`config.mk`:
```
export PLATFORM = sky130hd
export DESIGN_NAME = reg_write_bank
export DESIGN_NICKNAME = d
export VERILOG_FILES = /design/src/rtl/mips_pkg.sv /design/src/rtl/reg_cell.sv /design/src/rtl/reg_write_bank.sv
export SDC_FILE = /design/constraint.sdc
export NUM_CORES = 2
export LEC_CHECK = 0
export BUFFER_PORTS_ARGS = -buffer_cell sky130_fd_sc_hd__clkbuf_2
export CAP_MARGIN = 15
export CORE_AREA = 5 5 425 427
export DETAILED_ROUTE_END_ITERATION = 12
export DIE_AREA = 0 0 430 432
export HOLD_SLACK_MARGIN = 0.02
export SLEW_MARGIN = 20
export SYNTH_ARGS = -nofsm -noshare
export SYNTH_HDL_FRONTEND = slang
export SYNTH_SLANG_ARGS = --single-unit
```
`constraint.sdc`:
```
create_clock -name Clk -period 93.2 [get_ports Clk]
set_clock_uncertainty 0.15 [all_clocks]
set_input_delay 4.66 -clock Clk [delete_from_list [all_inputs] [get_ports Clk]]
set_output_delay 4.66 -clock Clk [all_outputs]
set_load 0.02 [all_outputs]
```
`src/rtl/mips_pkg.sv`:
```
// Shared MIPS datapath constants and types.
// Register-file geometry and well-known register numbers.
package mips_pkg;

  localparam int REG_ADDR_W = 5;
  localparam int NUM_REGS   = 32;
  localparam int DATA_W_DEF = 32;

  localparam logic [REG_ADDR_W-1:0] REG_ZERO = 5'd0;
  localparam logic [REG_ADDR_W-1:0] REG_RA   = 5'd31;

  typedef logic [NUM_REGS-1:0]   wen_t;
  typedef logic [REG_ADDR_W-1:0] raddr_t;

endpackage

```
`src/rtl/reg_cell.sv`:
```
// One architectural register: enable-gated flop,
// asynchronously cleared by an active-high reset.
module reg_cell #(
  parameter int DATA_W = 32
) (
  input  logic              clk,
  input  logic              rst,
  input  logic              en,
  input  logic [DATA_W-1:0] d,
  output logic [DATA_W-1:0] q
);

  always_ff @(posedge clk or posedge rst) begin
    if (rst)
      q <= '0;
    else if (en)
      q <= d;
  end

endmodule

```
`src/rtl/reg_write_bank.sv`:
```
// MIPS register file write side: one write port,
// 32 registers presented in parallel, registered write-hit vector.
module reg_write_bank
  import mips_pkg::*;
#(
  parameter int DATA_W         = DATA_W_DEF,
  parameter int ZERO_HARDWIRED = 1
) (
  input  logic                  Clk,
  input  logic                  Reset,
  input  logic                  WE,
  input  logic [REG_ADDR_W-1:0] WAddr,
  input  logic [DATA_W-1:0]     WData,
  output logic [DATA_W-1:0]     R0,
  output logic [DATA_W-1:0]     R1,
  output logic [DATA_W-1:0]     R2,
  output logic [DATA_W-1:0]     R3,
  output logic [DATA_W-1:0]     R4,
  output logic [DATA_W-1:0]     R5,
  output logic [DATA_W-1:0]     R6,
  output logic [DATA_W-1:0]     R7,
  output logic [DATA_W-1:0]     R8,
  output logic [DATA_W-1:0]     R9,
  output logic [DATA_W-1:0]     R10,
  output logic [DATA_W-1:0]     R11,
  output logic [DATA_W-1:0]     R12,
  output logic [DATA_W-1:0]     R13,
  output logic [DATA_W-1:0]     R14,
  output logic [DATA_W-1:0]     R15,
  output logic [DATA_W-1:0]     R16,
  output logic [DATA_W-1:0]     R17,
  output logic [DATA_W-1:0]     R18,
  output logic [DATA_W-1:0]     R19,
  output logic [DATA_W-1:0]     R20,
  output logic [DATA_W-1:0]     R21,
  output logic [DATA_W-1:0]     R22,
  output logic [DATA_W-1:0]     R23,
  output logic [DATA_W-1:0]     R24,
  output logic [DATA_W-1:0]     R25,
  output logic [DATA_W-1:0]     R26,
  output logic [DATA_W-1:0]     R27,
  output logic [DATA_W-1:0]     R28,
  output logic [DATA_W-1:0]     R29,
  output logic [DATA_W-1:0]     R30,
  output logic [DATA_W-1:0]     R31,
  output logic [NUM_REGS-1:0]   WrHit
);

  localparam bit HARD0 = (ZERO_HARDWIRED != 0);

  wen_t dec;
  wen_t wen;
  logic [NUM_REGS-1:0][DATA_W-1:0] regs;

  always_comb begin
    dec = '0;
    if (WE)
      dec[WAddr] = 1'b1;
  end

  // Hardwired R0 drops its enable so WrHit reports only real writes
  assign wen = HARD0 ? {dec[NUM_REGS-1:1], 1'b0} : dec;

  for (genvar n = 0; n < NUM_REGS; n++) begin : g_reg
    if (n == 0 && HARD0) begin : g_zero
      assign regs[n] = '0;
    end else begin : g_cell
      reg_cell #(
        .DATA_W (DATA_W)
      ) u_cell (
        .clk (Clk),
        .rst (Reset),
        .en  (wen[n]),
        .d   (WData),
        .q   (regs[n])
      );
    end
  end

  always_ff @(posedge Clk or posedge Reset) begin
    if (Reset)
      WrHit <= '0;
    else
      WrHit <= wen;
  end

  assign R0  = regs[0];
  assign R1  = regs[1];
  assign R2  = regs[2];
  assign R3  = regs[3];
  assign R4  = regs[4];
  assign R5  = regs[5];
  assign R6  = regs[6];
  assign R7  = regs[7];
  assign R8  = regs[8];
  assign R9  = regs[9];
  assign R10 = regs[10];
  assign R11 = regs[11];
  assign R12 = regs[12];
  assign R13 = regs[13];
  assign R14 = regs[14];
  assign R15 = regs[15];
  assign R16 = regs[16];
  assign R17 = regs[17];
  assign R18 = regs[18];
  assign R19 = regs[19];
  assign R20 = regs[20];
  assign R21 = regs[21];
  assign R22 = regs[22];
  assign R23 = regs[23];
  assign R24 = regs[24];
  assign R25 = regs[25];
  assign R26 = regs[26];
  assign R27 = regs[27];
  assign R28 = regs[28];
  assign R29 = regs[29];
  assign R30 = regs[30];
  assign R31 = regs[31];

endmodule

```
==> impl_summary.log <==
INFO  metric cts.repair.resized = 0
INFO  metric floorplan.die_area = around 190000 um^2
INFO  metric clock_pin_slew_on_the_worst_setup_and_hold_paths = roughly 60 ps
INFO  metric cts.root.buffer_cell = sky130_fd_sc_hd__clkbuf_16
INFO  metric finalWeightedCongestion = between 0.7 and 0.8
INFO  metric cts_num_sinks = between 1000 and 1500
INFO  metric cpLargestDelayFamily = buffers and inverters
INFO  metric worstPathBufferInverterCount = 7
INFO  metric critical_path.reg2reg.startpoint = g_reg[9].g_cell.u_cell.q[31]$_DFFE_PP0P_
INFO  metric finalCritPeriodShare = 0.0954
INFO  metric setup_tns = 0 ps
INFO  metric area_growth_syn_to_layout = 30.8%
INFO  metric gr-total-overflow = 0
INFO  metric ys_ff_latch = slightly above 1000
INFO  metric use_met2 = 0.269
INFO  metric max_stage_delay = approximately 830 ps
INFO  metric timing.rr.end = g_reg[9].g_cell.u_cell.q[31]$_DFFE_PP0P_
INFO  metric initial_core_util = 0.217
INFO  metric holdBufCountCts = 0
INFO  metric vias_per_cell = between 4 and 5
INFO  metric required = between 90000 and 100000 ps
INFO  metric yosysUniqueCellTypes = 21
INFO  metric hold_path.class = reg2reg
INFO  metric slew-limit-headroom = 0.260
INFO  metric achievable-frequency = 113 MHz
INFO  metric cp_data_arrival_time = around 9500 ps
INFO  metric grt_setup_unrepaired = no
INFO  metric synthesis.area_per_instance = between 15 and 20 um^2
INFO  metric grt_use_total = 0.152
INFO  metric first_global_vias = 25100
INFO  metric crit_path_class = in2async
INFO  metric final_layout_size_suffix_gt1_frac = 0.655
INFO  metric die_width = about 430 um
INFO  metric critical_path.cell_chain = clkbuf_2, inv_8, buf_4, buf_12, buf_4, buf_4, buf_4
INFO  metric slew_limit_fails = 0
INFO  metric status = complete, no violations
INFO  metric global_route.usage.met1 = 0.175
INFO  metric yosys_warnings = 0
INFO  metric route.detailed.drc = 0
INFO  metric syn-instance-count = 2314
INFO  metric routed_wirelength = between 100000 and 150000 um
INFO  metric gr-usage-met3 = 0.0419
INFO  metric design.final.nets = 3386
INFO  metric pwr_density_cell = about 27 nW/um^2
INFO  metric min_delay_worst_endpoint = g_reg[24].g_cell.u_cell.q[15]$_DFFE_PP0P_
INFO  metric worst_setup_start_kind = primary input
INFO  metric initial_antenna_violation_count = 12
INFO  metric hold_viol = 0
INFO  metric clock_tree_from_tritoncts = done
INFO  metric crit_path_max_fanout = ~160
INFO  metric n_fill_cell = approximately 18000
INFO  metric worst_skew_pair.late_latency = 720 ps
INFO  metric fp-row-count = about 150
INFO  metric grt.busiest_layer = met2
INFO  metric period_minus_slack = between 8000 and 9000 ps
INFO  metric critical-path-slowest-cell = sky130_fd_sc_hd__buf_4
INFO  metric r2r_setup_slack = slightly above 90000 ps
INFO  metric routed-via-count = 24000
INFO  metric endpoint_type_of_the_worst_setup_path = async pin
INFO  metric drt_first_iter_violations = 1279
INFO  metric timing.reg2reg.worst_path_depth = 1
INFO  metric detailedRoute.firstPassIterationCount = 4
INFO  metric maxCapViolCount = 0
INFO  metric route.antenna.remaining_nets = 0
INFO  metric port-buffer-count = approximately 1100
INFO  metric postCtsSetupBuffers = 0
INFO  metric final-setup-viol-count = 0
INFO  metric placed_cells = 5575
INFO  metric ir_drop = 0.0161 mV
INFO  metric cpMostUsedCell = sky130_fd_sc_hd__buf_4
INFO  metric cts-buffers-inserted = about 110
INFO  metric pin_count_of_the_biggest_net_entering_global_routing = roughly 160
INFO  metric post_drt_wl_per_cell = roughly 26 um
INFO  metric grt_pass1_wl = between 200000 and 250000 um
INFO  metric htreeDepth = 3
INFO  metric post_synth_instance_area = between 30000 and 40000 um^2
INFO  metric timing.hold.worst.start = g_reg[24].g_cell.u_cell.q[15]$_DFFE_PP0P_
INFO  metric fin_cells = 5782
INFO  metric io-pin-count = approximately 1100
INFO  metric place_hpwl = roughly 100000 um
INFO  metric synth.yosys.seq_area_share = 0.670
INFO  metric holdPathStages = 1
INFO  metric critical_path.startpoint = Reset
INFO  metric core = between 150000 and 200000 um^2
INFO  metric worst_slew_pin_slew = ~1100 ps
INFO  metric max-clock-path-buffers = 3
INFO  metric cellLeakagePower = roughly 25 nW
INFO  metric die-height = 432 um
==> area by class of cell <==
type | instances | area (um^2) | area share
flip-flops and latches | 1023 | 25600 | 0.512
multi-input cells | 1070 | 11700 | 0.235
repair buffers | 1123 | 5810 | 0.116
clock buffers | 159 | 3260 | 0.0651
well taps | 2340 | 2930 | 0.0586
clock inverters | 43 | 574 | 0.0115
inverters | 19 | 78.8 | 0.00158
diodes | 5 | 12.5 | 0.000250
==> sequential cells by signal, summed over array words and instances (netlist names) <==
register           cells
g.g_cell.u_cell.q    992
WrHit                 31
==> kinds of logic (layout without fill, tap and decap cells) <==
| logic type | after synthesis | after routing | share of synthesized area |
|---|---|---|---|
| mux | 992 | 992 | 0.292 |
| other cells | 1 | 38 | 0.0000981 |
| simple gates | 45 | 45 | 0.00648 |
| flops | 1023 | 1023 | 0.670 |
| buf+inv | 253 | 1344 | 0.0310 |
==> how the worst max path moves through the flow <==
stage                                                           end  slack (ps)  depth (start not counted)
after floorplan                                 WrHit[10]$_DFF_PP0_       59600                          1
after global placement     g_reg[18].g_cell.u_cell.q[9]$_DFFE_PP0P_       83520                          7
after detailed placement   g_reg[18].g_cell.u_cell.q[9]$_DFFE_PP0P_       83420                          7
after CTS                  g_reg[2].g_cell.u_cell.q[11]$_DFFE_PP0P_       84280                          7
after global routing      g_reg[30].g_cell.u_cell.q[16]$_DFFE_PP0P_       83570                          7
final                     g_reg[30].g_cell.u_cell.q[16]$_DFFE_PP0P_       84310                          7
==> synth_stat cells (all sizes together) <==
master | number | area (um^2)
and4bb | 1 | 12.5
buf | 125 | 706
clkbuf | 109 | 409
conb | 1 | 3.75
dfrtp | 1023 | 25600
inv | 19 | 71.3
mux2 | 992 | 11200
nand2 | 12 | 45.0
nand2b | 3 | 18.8
nand3 | 4 | 20.0
nand4 | 1 | 6.26
nand4b | 3 | 26.3
nor2 | 13 | 48.8
nor2b | 2 | 12.5
nor3 | 1 | 10.0
nor4b | 1 | 15.0
nor4bb | 2 | 20.0
or3 | 2 | 12.5
==> metal layers <==
metal  up-vias  share of wire
met3       242          0.067
li1      10000              -
met4         4          0.038
met1     12900           0.38
met5         -        0.00018
met2       822           0.52
==> power breakdown <==
group / total (mW) / switching, mW / leakage (nW) / internal (mW)
clock network: 0.455 / 0.189 / 1.88 / 0.266
registers: 0.573 / 0.0445 / 13.1 / 0.528
logic: 0.327 / 0.212 / 10.2 / 0.116
==> cell usage in the layout (no fill, tap or decap), types with 2 or more instances in the layout <==
| cell | Yosys | routed |
|---|---|---|
| sky130_fd_sc_hd__clkbuf_2 | 0 | 1062 |
| sky130_fd_sc_hd__dfrtp_1 | 1023 | 1023 |
| sky130_fd_sc_hd__mux2_2 | 909 | 909 |
| sky130_fd_sc_hd__clkbuf_16 | 0 | 110 |
| sky130_fd_sc_hd__mux2_1 | 83 | 83 |
| sky130_fd_sc_hd__buf_4 | 33 | 57 |
| sky130_fd_sc_hd__conb_1 | 1 | 33 |
| sky130_fd_sc_hd__clkbuf_8 | 0 | 32 |
| sky130_fd_sc_hd__clkinv_2 | 0 | 19 |
| sky130_fd_sc_hd__inv_1 | 19 | 18 |
| sky130_fd_sc_hd__clkbuf_1 | 109 | 17 |
| sky130_fd_sc_hd__nor2_4 | 0 | 12 |
| sky130_fd_sc_hd__bufinv_16 | 0 | 8 |
| sky130_fd_sc_hd__nand2_2 | 0 | 6 |
| sky130_fd_sc_hd__diode_2 | 0 | 5 |
| sky130_fd_sc_hd__nand2_4 | 0 | 5 |
| sky130_fd_sc_hd__inv_8 | 0 | 4 |
| sky130_fd_sc_hd__clkinv_16 | 0 | 4 |
| sky130_fd_sc_hd__clkinvlp_4 | 0 | 4 |
| sky130_fd_sc_hd__nand4b_1 | 3 | 3 |
| sky130_fd_sc_hd__nand3_2 | 0 | 3 |
| sky130_fd_sc_hd__buf_12 | 0 | 3 |
| sky130_fd_sc_hd__nand2b_1 | 3 | 2 |
| sky130_fd_sc_hd__nor2b_1 | 2 | 2 |
| sky130_fd_sc_hd__or3_2 | 0 | 2 |
| sky130_fd_sc_hd__clkinv_4 | 0 | 2 |
| sky130_fd_sc_hd__inv_6 | 0 | 2 |
==> stage by stage <==
step                      hold slack, ps   util  instance area (um^2)  worst slack [ps]  total power [mW]
after floorplan                      465      -                 38300             59600             0.767
after global placement               323  0.262                 46100             83520             0.906
after detailed placement             330  0.263                 46100             83420             0.913
after CTS                            343  0.284                 50000             84280              1.37
after global routing                 349  0.284                 50000             83570              1.41
final                                338  0.284                 50000             84310              1.36
Note: power is estimated with default switching activity, not from simulation.
